### src/rtl/adder_pkg.sv
// adder_pkg: shared types and default geometry for the pipelined add/subtract unit.
//   op_e         operation select (OP_ADD / OP_SUB)
//   DefaultWidth default operand/result width
//   DefaultSeg   default bits resolved per pipeline stage
package adder_pkg;

    typedef enum logic {
        OP_ADD = 1'b0,
        OP_SUB = 1'b1
    } op_e;

    localparam int unsigned DefaultWidth = 32;
    localparam int unsigned DefaultSeg   = 4;

endpackage

### src/rtl/pipelined_adder_if.sv
// pipelined_adder_if: operand/result streaming bundle for pipelined_adder.
//   Input side : in_valid, in_ready, a, b, cin, op
//   Output side: out_valid, out_ready, sum, cout, ovf
//   slave  modport: the adder's view
//   master modport: the producer/consumer view
interface pipelined_adder_if #(
    parameter int unsigned WIDTH = adder_pkg::DefaultWidth
);
    import adder_pkg::*;

    logic             in_valid;
    logic             in_ready;
    logic [WIDTH-1:0] a;
    logic [WIDTH-1:0] b;
    logic             cin;
    op_e              op;
    logic             out_valid;
    logic             out_ready;
    logic [WIDTH-1:0] sum;
    logic             cout;
    logic             ovf;

    modport slave (
        input  in_valid, a, b, cin, op, out_ready,
        output in_ready, out_valid, sum, cout, ovf
    );

    modport master (
        output in_valid, a, b, cin, op, out_ready,
        input  in_ready, out_valid, sum, cout, ovf
    );

endinterface

### src/rtl/adder_stage.sv
// adder_stage: one SEG-bit slice of the carry chain, registered.
//   clk, rst   clock, synchronous active-high reset
//   en_i       advance enable (low while the pipeline is stalled)
//   valid_i    incoming slot valid
//   a_i, b_i   operand segment (b already inverted for subtract)
//   c_i        carry into this segment
//   valid_o    registered slot valid
//   sum_o      registered sum segment
//   c_o        registered carry out of the segment
//   cmsb_o     registered carry into the segment MSB (signed overflow on the last stage)
module adder_stage #(
    parameter int unsigned SEG = 4
) (
    input  logic           clk,
    input  logic           rst,
    input  logic           en_i,
    input  logic           valid_i,
    input  logic [SEG-1:0] a_i,
    input  logic [SEG-1:0] b_i,
    input  logic           c_i,
    output logic           valid_o,
    output logic [SEG-1:0] sum_o,
    output logic           c_o,
    output logic           cmsb_o
);
    logic [SEG:0]   full_d;
    logic           cmsb_d;
    logic           valid_q;
    logic [SEG-1:0] sum_q;
    logic           c_q;
    logic           cmsb_q;

    always_comb begin
        full_d = {1'b0, a_i} + {1'b0, b_i} + {{SEG{1'b0}}, c_i};
        // Carry into the MSB recovered from the MSB sum bit and its operands.
        cmsb_d = full_d[SEG-1] ^ a_i[SEG-1] ^ b_i[SEG-1];
    end

    always_ff @(posedge clk) begin
        if (rst) begin
            valid_q <= 1'b0;
            sum_q   <= '0;
            c_q     <= 1'b0;
            cmsb_q  <= 1'b0;
        end else if (en_i) begin
            valid_q <= valid_i;
            sum_q   <= full_d[SEG-1:0];
            c_q     <= full_d[SEG];
            cmsb_q  <= cmsb_d;
        end
    end

    assign valid_o = valid_q;
    assign sum_o   = sum_q;
    assign c_o     = c_q;
    assign cmsb_o  = cmsb_q;

endmodule

### src/rtl/pipelined_adder.sv
// pipelined_adder: WIDTH-bit add/subtract with the carry chain cut into SEG-bit stages.
//   clk, rst  clock, synchronous active-high reset
//   io        pipelined_adder_if.slave: valid/ready operand input, valid/ready result output
// Latency is WIDTH/SEG cycles; the whole pipeline freezes while the output is stalled.
module pipelined_adder
    import adder_pkg::*;
#(
    parameter int unsigned WIDTH = DefaultWidth,
    parameter int unsigned SEG   = DefaultSeg
) (
    input  logic             clk,
    input  logic             rst,
    pipelined_adder_if.slave io
);
    localparam int unsigned STAGES = WIDTH / SEG;
    localparam int unsigned LAST   = STAGES - 1;

    if ((WIDTH % SEG) != 0) begin : g_bad_seg
        $error("pipelined_adder: WIDTH must be a multiple of SEG");
    end

    logic             stall;
    logic             en;

    // Per-stage inputs. Operands shift right by SEG each stage so every stage consumes
    // bits [SEG-1:0]; the result shifts right with each new segment entering at the top.
    logic [WIDTH-1:0] a_in   [STAGES];
    logic [WIDTH-1:0] b_in   [STAGES];
    logic [WIDTH-1:0] res_in [STAGES];
    logic             c_in   [STAGES];
    logic             v_in   [STAGES];

    // Per-stage registered state.
    logic [WIDTH-1:0] a_q    [STAGES];
    logic [WIDTH-1:0] b_q    [STAGES];
    logic [WIDTH-1:0] res_q  [STAGES];
    logic [SEG-1:0]   seg_q  [STAGES];
    logic             c_q    [STAGES];
    logic             cmsb_q [STAGES];
    logic             v_q    [STAGES];

    assign stall       = v_q[LAST] && !io.out_ready;
    assign en          = !stall;
    assign io.in_ready = !stall;

    always_comb begin
        a_in[0]   = io.a;
        b_in[0]   = (io.op == OP_SUB) ? ~io.b : io.b;
        c_in[0]   = io.cin ^ (io.op == OP_SUB);
        v_in[0]   = io.in_valid;
        res_in[0] = '0;
        for (int k = 1; k < STAGES; k++) begin
            a_in[k]   = a_q[k-1];
            b_in[k]   = b_q[k-1];
            c_in[k]   = c_q[k-1];
            v_in[k]   = v_q[k-1];
            res_in[k] = res_q[k-1] | (WIDTH'(seg_q[k-1]) << (WIDTH - SEG));
        end
    end

    for (genvar k = 0; k < STAGES; k++) begin : g_stage
        adder_stage #(
            .SEG (SEG)
        ) u_stage (
            .clk     (clk),
            .rst     (rst),
            .en_i    (en),
            .valid_i (v_in[k]),
            .a_i     (a_in[k][SEG-1:0]),
            .b_i     (b_in[k][SEG-1:0]),
            .c_i     (c_in[k]),
            .valid_o (v_q[k]),
            .sum_o   (seg_q[k]),
            .c_o     (c_q[k]),
            .cmsb_o  (cmsb_q[k])
        );
    end

    // Operand skew registers carry only don't-care data for bubbles, so no reset.
    always_ff @(posedge clk) begin
        if (en) begin
            for (int k = 0; k < STAGES; k++) begin
                a_q[k] <= a_in[k] >> SEG;
                b_q[k] <= b_in[k] >> SEG;
            end
        end
    end

    // Finished-segment alignment registers are reset so sum reads zero after reset.
    always_ff @(posedge clk) begin
        if (rst) begin
            for (int k = 0; k < STAGES; k++) begin
                res_q[k] <= '0;
            end
        end else if (en) begin
            for (int k = 0; k < STAGES; k++) begin
                res_q[k] <= res_in[k] >> SEG;
            end
        end
    end

    assign io.out_valid = v_q[LAST];
    assign io.sum       = res_q[LAST] | (WIDTH'(seg_q[LAST]) << (WIDTH - SEG));
    assign io.cout      = c_q[LAST];
    assign io.ovf       = cmsb_q[LAST] ^ c_q[LAST];

endmodule

### src/flat_wrapper.sv
// flat-port wrapper written by rule: the top's interface ports become plain ports
module pipelined_adder_flat import adder_pkg::*;
#(
    parameter int unsigned WIDTH = DefaultWidth,
    parameter int unsigned SEG   = DefaultSeg
)
  (clk, rst, io_in_valid, io_a, io_b, io_cin, io_op, io_out_ready, io_in_ready, io_out_valid, io_sum, io_cout, io_ovf);
  pipelined_adder_if #(.WIDTH(WIDTH)) io_i ();
  input  logic clk;
  input  logic rst;
  input wire logic [$bits(io_i.in_valid)-1:0] io_in_valid;
  input wire logic [$bits(io_i.a)-1:0] io_a;
  input wire logic [$bits(io_i.b)-1:0] io_b;
  input wire logic [$bits(io_i.cin)-1:0] io_cin;
  input wire logic [$bits(io_i.op)-1:0] io_op;
  input wire logic [$bits(io_i.out_ready)-1:0] io_out_ready;
  output wire logic [$bits(io_i.in_ready)-1:0] io_in_ready;
  output wire logic [$bits(io_i.out_valid)-1:0] io_out_valid;
  output wire logic [$bits(io_i.sum)-1:0] io_sum;
  output wire logic [$bits(io_i.cout)-1:0] io_cout;
  output wire logic [$bits(io_i.ovf)-1:0] io_ovf;
  assign io_i.in_valid = io_in_valid;
  assign io_i.a = io_a;
  assign io_i.b = io_b;
  assign io_i.cin = io_cin;
  assign io_i.op = io_op;
  assign io_i.out_ready = io_out_ready;
  assign io_in_ready = io_i.in_ready;
  assign io_out_valid = io_i.out_valid;
  assign io_sum = io_i.sum;
  assign io_cout = io_i.cout;
  assign io_ovf = io_i.ovf;
  pipelined_adder #(.WIDTH(WIDTH), .SEG(SEG)) u_core (.clk(clk), .rst(rst), .io(io_i));
endmodule
### config.mk
export PLATFORM = sky130hd
export DESIGN_NAME = pipelined_adder_flat
export DESIGN_NICKNAME = d
export VERILOG_FILES = /design/src/rtl/adder_pkg.sv /design/src/rtl/pipelined_adder_if.sv /design/src/rtl/adder_stage.sv /design/src/rtl/pipelined_adder.sv /design/src/flat_wrapper.sv
export SDC_FILE = /design/constraint.sdc
export NUM_CORES = 1
export LEC_CHECK = 0
export ABC_AREA = 0
export CAP_MARGIN = 0
export CORE_AREA = 4 4 155 194
export CTS_CLUSTER_DIAMETER = 120
export DETAILED_ROUTE_END_ITERATION = 16
export DIE_AREA = 0 0 159 198
export PLACE_DENSITY = 0.71
export SLEW_MARGIN = 20
export SYNTH_ARGS = -nofsm -noshare
export SYNTH_HDL_FRONTEND = slang
export SYNTH_SLANG_ARGS = --single-unit
### constraint.sdc
create_clock -name clk -period 8.42 [get_ports clk]
set_input_delay 2.526 -clock clk [delete_from_list [all_inputs] [get_ports clk]]
set_output_delay 2.526 -clock clk [all_outputs]
set_load 0.01 [all_outputs]
-- After elaboration in Yosys (flattened, before gate mapping)
Memories as Yosys holds them, arrays and structs flattened.
Cells that the tools add are included.
- add/sub/neg operators: 16
- bitwise operators: 21
- muxes and demuxes: 14
- reductions and logical operators: 3
- operators with widths (cell ; count):
    32-bit bitwise OR ; 8
    28-bit 2-to-1 mux ; 8
    4-bit by 4-bit adder with 5-bit output ; 8
    5-bit by 1-bit adder with 5-bit output ; 8
    32-bit 2-to-1 mux ; 1
    32-bit NOT ; 1
    1-bit bitwise OR ; 8
    1-bit 2-to-1 mux ; 5
    1-bit XOR ; 4
    1-bit logical NOT ; 2
    1-bit logical AND ; 1
- flip-flop bits (word level): 49
- RAM bits: 672
- bits of input ports: 70
- logic and storage cells: 82
- memories: 3
- memory list (name ; depth ; bits a word ; read ports ; clocked after Yosys merged registers in ; write ports ; line ; text):
    u_core.a_q ; 8 ; 28 ; 7 ; 0 ; 8 ; pipelined_adder.sv:34 ; logic [WIDTH-1:0] a_q [STAGES];
    u_core.b_q ; 8 ; 28 ; 7 ; 0 ; 8 ; pipelined_adder.sv:35 ; logic [WIDTH-1:0] b_q [STAGES];
    u_core.res_q ; 8 ; 28 ; 8 ; 0 ; 8 ; pipelined_adder.sv:36 ; logic [WIDTH-1:0] res_q [STAGES];

-- Longest topological paths before layout
Gate-level depths: netlist of run 1.
- depth in word-level cells: 6
- gate-level depth with buffers: 9
- mapped depth without buffers: 7

-- Hierarchy
From an unflattened synthesis of run 1, not the netlist that was laid out.
- cell total of the unflattened synthesis: 853
- area, all modules: 15170.8 sq um
- modules (own cells, without submodules) (module ; cells an instance ; sequential area each (sq um) ; instances ; area each (sq um)):
    pipelined_adder ; 509 ; 10089.7 ; 1 ; 11757.5
    adder_stage ; 43 ; 140.1 ; 8 ; 426.7

-- Worst setup path after synthesis of run 1
Ideal clock, no wire load.
- path type: input to output
- from: input io_out_ready
- to: output io_in_ready
- data arrival time: 5.535 ns
- buffers on the path: 2
- setup slack: 0.359 ns
- cell stages on the path: 4
- cells stage by stage: nor2b_1 -> buf_2 -> inv_2 -> buf_2
- cells in the longest elaborated chain, start to end: 3
- RTL lines (what ; line ; text):
    from (decl) ; flat_wrapper.sv:16 ; input wire logic [$bits(io_i.out_ready)-1:0] io_out_ready;
    1-bit logical NOT ; pipelined_adder.sv:42 ; assign stall = v_q[LAST] && !io.out_ready;
    1-bit logical AND ; pipelined_adder.sv:42 ;
    1-bit logical NOT ; - ;
    to (decl) ; flat_wrapper.sv:17 ; output wire logic [$bits(io_i.in_ready)-1:0] io_in_ready;
No other way between the ends.

-- Worst setup path in the final report of run 1
Same ends and word-level chain as after synthesis.

==> impl_results.md, run 1 <==
* Status: finished clean
* Core Rows at 69
* Count of final max-slew check failures at 0
* Post-synthesis cell type with the largest combined area: sky130_fd_sc_hd__edfxtp_1
* Wire length of the first global-routing pass at 29.02 mm
* Filler cell count at 2,109
* Net count after synthesis at 922
* Number of diodes added for antenna fixing at 0
* Seq/Total Area, Yosys at 79.15%
* Arrival time reported for the critical path endpoint at 4.10 ns
* Pre-CTS WS at 1.789 ns
* Vertical die dimension at 198 um
* Max-Slew Margin vs Limit at 33.23%
* Average detailed-routed wire length per instance at 13.46 um
* Transition time of the tightest slew-check pin at 1.001 ns
* DRC violation count after routing at 0
* Number of max-cap violations at 0
* Commonest cells post-synth: sky130_fd_sc_hd__edfxtp_1, sky130_fd_sc_hd__and2_1, sky130_fd_sc_hd__nor2b_1, sky130_fd_sc_hd__dfxtp_1, sky130_fd_sc_hd__nand2_1
* TritonCTS clock tree: yes
* Setup repair after global routing missed its margin: no
* Vias at 6,263
* Fraction of final layout cells sized beyond drive strength 1 at 6.597%
* Count of endpoints failing hold in the final timing report at 0
* Clk Tree Root Cell: sky130_fd_sc_hd__clkbuf_16
* Part of the power in registers at 56.0%
* Largest net degree at the start of global routing at 210
* Gate count of the mapped netlist at 812
* Accumulated negative setup slack at 0 ns
* Critical path launch point type: input port
* Synthesized area at 13,990 um^2
* Via-per-instance ratio at 4.781
* Final critical-path setup slack at 1.797 ns
* Largest cells by area after synthesis: sky130_fd_sc_hd__edfxtp_1, sky130_fd_sc_hd__dfxtp_1, sky130_fd_sc_hd__and2_1, sky130_fd_sc_hd__nor2b_1, sky130_fd_sc_hd__fa_1
* Clock buffer count from CTS at 37
* Req. time, crit path at 5.89 ns
* Count of buffers inserted at the top-level ports at 105
* Time the worst path needs with I/O delays and setup at 6.623 ns
* Most numerous cell in the Yosys netlist: sky130_fd_sc_hd__edfxtp_1
* Initial core utilization at 49.55%
* Worst Setup End Kind: output pin
* Chip width at 159 um
* Combinational fraction of design power at 5.8%
* Maximum clock skew at final layout at 0.01483 ns
* Number of synthesized flops with an enable pin at 336
* Synth Register Bits at 385
* Total track usage at 11.12%
* Clock slew seen by the registers of the worst setup and hold paths at 0.06 ns
* Count of nets after finishing at 1,037
* Full die area at 31,480 um^2
* Share of the clock period used by the worst path at 78.66%
* Total net switching power at 0.0007960 W
* Number of warnings reported in the yosys synthesis log at 0
* Tightest Hold Check Type: flop to flop
* Clock insertion delay at the later pin of the skew report at 0.50 ns
* CTS HTree Levels at 2
* Post-CTS sizing at 0
* Highest clock rate at 151.0 MHz
* Overall routed net length at 17.64 mm
* Power Dens Cells at 244.8 nW/um^2
* Endpoints failing setup at 0
* Via count of the first global-routing pass at 6,084
* Main synth FF type: sky130_fd_sc_hd__edfxtp_1
* Count of unique library cells instantiated by Yosys at 34
* Pre-Repair DR Iteration Count at 4
* Number of violations reported at the end of detailed-routing iteration 0 at 346
* Residual antenna-violating net count after detailed routing at 0
* Post-CTS Setup Repair Bufs at 0
* Count of hold buffers inserted by post-cts repair at 0
* I/O pin count at 106
* Max FO, Critical Path at 70
* GR Overflow Total at 0
* Critical setup path kind: input port to output pin
* Estimated wirelength of the detail-placed design at 10.29 mm
* Reported leakage power at 6.399 nW
* Antenna violations before repair at 1
* Peak ir drop on the vdd network at 0.0002070 V
* Signed area change from the synthesized netlist to the final layout at 18.26%
* Final weighted congestion in routability-driven placement at 0.7008
* Buffer depth of the longest clock path at 3
* TritonCTS sink count at 385
* Net Sw Frac at 19.66%
* Core outline area at 28,230 um^2
* Area share of the largest cell type after synthesis at 72.14%
* Synthesized area per cell at 17.23 um^2
* Share of flip-flops with an asynchronous set or reset at 0%
* Internal at 0.003254 W
* Fraction of power consumed by the clock network at 38.2%
[flip-flops by register name, summed over array words and instances, names as in the netlist]
name                            cells
u_core.res_q                      112
u_core.g_stage.u_stage.cmsb_o       1
u_core.b_q                        112
u_core.a_q                        112
u_core.g_stage.u_stage.sum_o       32
u_core.g_stage.u_stage.valid_o      8
u_core.g_stage.u_stage.c_o          8
[path summary, 6_finish.rpt]
check | from | to | slack, ns | depth (start not counted)
setup / recovery | io_out_ready | io_in_ready | 1.80 | 4
hold / removal | u_core.a_q[4][9] | u_core.a_q[5][5] | 0.41 | 0
setup reg to reg | u_core.g_stage[7].u_stage.valid_o | u_core.res_q[0][216] | 5.90 | 4
hold reg to reg | u_core.a_q[4][9] | u_core.a_q[5][5] | 0.41 | 0
[logic make-up (layout without fill, tap and decap cells)]
logic type               Yosys count  in the layout  share of synthesized area [%]
AO/OA/AOI/OAI                     74             74                          3.399
XOR/XNOR                          42             42                          2.737
adder cells (fa/ha/maj)           40             40                          4.437
buffers and inverters             57            200                          1.726
flip-flops                       385            385                          79.15
AND/OR/NAND/NOR                  214            214                          8.552
[cells in the final DEF (no fill, tap or decap), types with 8 or more instances in the layout]
master,count
sky130_fd_sc_hd__clkbuf_1,8
sky130_fd_sc_hd__a21o_1,9
sky130_fd_sc_hd__and2_1,60
sky130_fd_sc_hd__clkinv_2,9
sky130_fd_sc_hd__o21ai_0,10
sky130_fd_sc_hd__a21oi_1,24
sky130_fd_sc_hd__xor2_1,33
sky130_fd_sc_hd__nand3b_1,10
sky130_fd_sc_hd__dfxtp_1,49
sky130_fd_sc_hd__edfxtp_1,336
sky130_fd_sc_hd__inv_1,23
sky130_fd_sc_hd__ha_1,24
sky130_fd_sc_hd__clkbuf_16,38
sky130_fd_sc_hd__nand2_1,36
sky130_fd_sc_hd__clkdlybuf4s50_1,103
sky130_fd_sc_hd__xnor2_1,8
sky130_fd_sc_hd__fa_1,16
sky130_fd_sc_hd__a211oi_1,25
sky130_fd_sc_hd__nor2b_1,59
sky130_fd_sc_hd__nor2_1,24
[metal layers]
metal	vias up	global-route usage [%]	wire length [um]
met1	2925	14.12	7619
li1	3155	-	-
met2	137	18.55	8501
met5	-	0	13
met3	44	2.727	933
met4	2	4.598	570
[final cells by class]
class | count | area, um^2 | area share, %
clock inverter | 20 | 152.6 | 0.9228
multi-input combinational | 370 | 2695 | 16.29
timing repair buffer | 109 | 1086 | 6.566
inverter | 24 | 97.59 | 0.5900
clock buffer | 47 | 994.7 | 6.014
tap | 355 | 444.2 | 2.685
sequential | 385 | 11070 | 66.93
[per-stage QoR]
step / total power [W] / utilization, % / hold WS, ns / std cells / cell area (um^2)
after detailed placement: 0.002549 / 54.53 / 0.4045 / 1243 / 15390
after CTS: 0.004104 / 58.59 / 0.4136 / 1310 / 16540
after floorplan: 0.002443 / - / 0.4003 / 812 / 13990
final: 0.004050 / 58.59 / 0.4146 / 1310 / 16540
after global routing: 0.004218 / 58.59 / 0.4193 / 1310 / 16540
after global placement: 0.002534 / 54.53 / 0.4012 / 1243 / 15390
[power groups by stage]
stage / clock network (W) / registers (W) / logic [W]
finish: 0.00155 / 0.00227 / 0.000236
global route: 0.00167 / 0.00228 / 0.000268
CTS: 0.00159 / 0.00227 / 0.000241
detailed placement: 0 / 0.00231 / 0.000239
global placement: 0 / 0.00230 / 0.000232
floorplan: 0 / 0.00230 / 0.000146
[critical path: stages]
cell and delay (ns):
sky130_fd_sc_hd__clkdlybuf4s50_1 0.51, sky130_fd_sc_hd__nor2b_4 0.07, sky130_fd_sc_hd__inv_8 0.31, sky130_fd_sc_hd__clkdlybuf4s50_1 0.63
Power figures use the tool's default switching activity.
==> run 2: changes to the inputs <==
PLACE_DENSITY = 0.74   (was 0.71)
clock period = 5.6 ns   (was 8.42 ns; I/O delays follow)
==> impl_results.md, run 2 (synthesis results as in run 1) <==
* Highest clock rate at 217.8 MHz
* Count of hold buffers inserted by post-cts repair at 0 (unchanged)
* Chip width at 159 um (unchanged)
* Critical setup path kind: input port to output pin (unchanged)
* Residual antenna-violating net count after detailed routing at 0 (unchanged)
* Share of the clock period used by the worst path at 81.98%
* Critical Path Stages at 4 (unchanged)
* Average detailed-routed wire length per instance at 13.75 um (was 13.46 um)
* Most common cell after layout, fill and taps aside: sky130_fd_sc_hd__edfxtp_1 (unchanged)
* Most frequent cells in the layout: sky130_fd_sc_hd__edfxtp_1, sky130_fd_sc_hd__clkdlybuf4s50_1, sky130_fd_sc_hd__and2_1 (unchanged)
* TritonCTS clock tree: yes (unchanged)
* Pre-CTS WS at 0.9887 ns (was 1.789 ns)
* Setup repair after global routing missed its margin: no (unchanged)
* Capture point of the critical path: io_in_ready (unchanged)
* Post-CTS Setup Repair Bufs at 0 (unchanged)
* Endpoints failing setup at 0 (unchanged)
* Cell occurring most often along the worst timing path: sky130_fd_sc_hd__clkdlybuf4s50_1 (unchanged)
* Transition time of the tightest slew-check pin at 0.9718 ns (was 1.001 ns)
* Vertical die dimension at 198 um (unchanged)
* Critical path cell sequence: clkdlybuf4s50_1, nor2b_4, inv_8, clkdlybuf4s50_1 (unchanged)
* Buffers plus inverters on the worst setup path at 3 (unchanged)
* Count of endpoints failing hold in the final timing report at 0 (unchanged)
* Signed area change from the synthesized netlist to the final layout at 18.39% (was 18.26%)
* Via-per-instance ratio at 4.782 (was 4.781)
* Wire length of the first global-routing pass at 29.69 mm (was 29.02 mm)
* Cells after DPL at 1,245 (was 1,243)
* Vias at 6,269 (was 6,263)
* Max-Slew Margin vs Limit at 35.21% (was 33.23%)
* Fraction of final layout cells sized beyond drive strength 1 at 6.485% (was 6.597%)
* Count of nets after finishing at 1,039 (was 1,037)
* Core outline area at 28,230 um^2 (unchanged)
* Tightest Hold Check Type: flop to flop (unchanged)
* Timing startpoint of the critical path: io_out_ready (unchanged)
* Core Rows at 69 (unchanged)
* Hold Worst Slack at 0.4112 ns (was 0.4146 ns)
* DRC violation count after routing at 0 (unchanged)
* Critical path launch point type: input port (unchanged)
* Post-layout total power at 0.006081 W (was 0.004050 W)
* Total track usage at 11.41% (was 11.12%)
* Largest regs: u_core.a_q x112, u_core.b_q x112, u_core.res_q x112 (unchanged)
* Clock buffer count from CTS at 37 (unchanged)
* Via count of the first global-routing pass at 6,157 (was 6,084)
* Pre-Repair DR Iteration Count at 4 (unchanged)
* Antenna violations before repair at 0 (was 1)
* Worst Setup End Kind: output pin (unchanged)
* Number of diodes added for antenna fixing at 0 (unchanged)
* Final critical-path setup slack at 1.009 ns (was 1.797 ns)
* Clock insertion delay at the later pin of the skew report at 0.51 ns (was 0.50 ns)
* Startpoint of the most critical register-to-register path: u_core.g_stage[7].u_stage.valid_o (unchanged)
* Layout Cells excl Fill at 1,311 (was 1,310)
* Count of final max-slew check failures at 0 (unchanged)
* Final weighted congestion in routability-driven placement at 0.6984 (was 0.7008)
* I/O pin count at 106 (unchanged)
* Peak ir drop on the vdd network at 0.0002582 V (was 0.0002070 V)
* Reported leakage power at 6.407 nW (was 6.399 nW)
* Arrival time reported for the critical path endpoint at 2.91 ns (was 4.10 ns)
* Time the worst path needs with I/O delays and setup at 4.591 ns
* Clk Tree Root Cell: sky130_fd_sc_hd__clkbuf_16 (unchanged)
* Max FO, Critical Path at 2 (was 70)
* TritonCTS sink count at 385 (unchanged)
* End of the worst register-to-register path: u_core.b_q[0][10] (was u_core.res_q[0][216])
* Estimated wirelength of the detail-placed design at 10.92 mm (was 10.29 mm)
* Overall routed net length at 18.03 mm (was 17.64 mm)
* Worst path top cell family by delay: buffers and inverters (unchanged)
* Depth of the worst register-to-register path at 4 (unchanged)
* Largest net degree at the start of global routing at 201 (was 210)
* GR Overflow Total at 0 (unchanged)
* Accumulated negative setup slack at 0 ns (unchanged)
* Count of buffers inserted at the top-level ports at 105 (unchanged)
* Number of violations reported at the end of detailed-routing iteration 0 at 337 (was 346)
* Number of max-cap violations at 0 (unchanged)
* Buffer depth of the longest clock path at 3 (unchanged)
* Maximum clock skew at final layout at 0.01279 ns (was 0.01483 ns)
* CTS HTree Levels at 2 (unchanged)
* Initial core utilization at 49.55% (unchanged)
* Clock slew seen by the registers of the worst setup and hold paths at 0.06 ns (about the same)
* Post-CTS sizing at 0 (unchanged)
* Power Dens Cells at 367.2 nW/um^2 (was 244.8 nW/um^2)
* Highest-delay cell along the critical path: sky130_fd_sc_hd__clkdlybuf4s50_1 (unchanged)
* Req. time, crit path at 3.92 ns (was 5.89 ns)
* Largest stage delay, worst path at 0.48 ns (was 0.63 ns)
* Status: finished clean (unchanged)
* Full die area at 31,480 um^2 (unchanged)
* FF-to-FF setup slack at 3.03 ns (was 5.90 ns)
-- run 2: layout make-up --
class,instances,area (um^2)
clock buffer,51,1008
clock inverter,15,130.1
fill,2088,11670
inverter,24,97.59
multi-input combinational,370,2695
sequential,385,11070
tap,355,444.2
timing repair buffer,111,1114
-- run 2: worst min path at each step --
stage | start | to | slack [ns] | cells after the start
floorplan | u_core.a_q[0][4] | u_core.a_q[1][0] | 0.40 | 0
global placement | u_core.a_q[0][22] | u_core.a_q[1][18] | 0.40 | 0
detailed placement | u_core.a_q[0][23] | u_core.a_q[1][19] | 0.40 | 0
CTS | u_core.a_q[4][8] | u_core.a_q[5][4] | 0.41 | 0
global route | u_core.b_q[0][7] | u_core.b_q[1][3] | 0.42 | 0
finish | u_core.a_q[4][8] | u_core.a_q[5][4] | 0.41 | 0
-- run 2: stage by stage --
stage	area [um^2]	utilization (%)
detailed placement	15420	54.62
global route	16560	58.66
floorplan	13990	-
finish	16560	58.66
global placement	15420	54.62
CTS	16560	58.66
-- run 2: where the power goes --
| group | leakage, nW | switching, W | total [W] | internal (W) |
|---|---|---|---|---|
| Combinational | 1.70 | 0.000159 | 0.000357 | 0.000197 |
| Clock | 0.560 | 0.000956 | 0.00231 | 0.00136 |
| Sequential | 4.14 | 0.0000706 | 0.00341 | 0.00334 |
| Total | 6.41 | 0.00119 | 0.00608 | 0.00489 |
-- run 2: per-layer routing --
metal	track usage [%]	wire (um)
met5	0	0
met4	4.019	348
met3	2.644	827
met2	19.49	8922
met1	14.51	7927
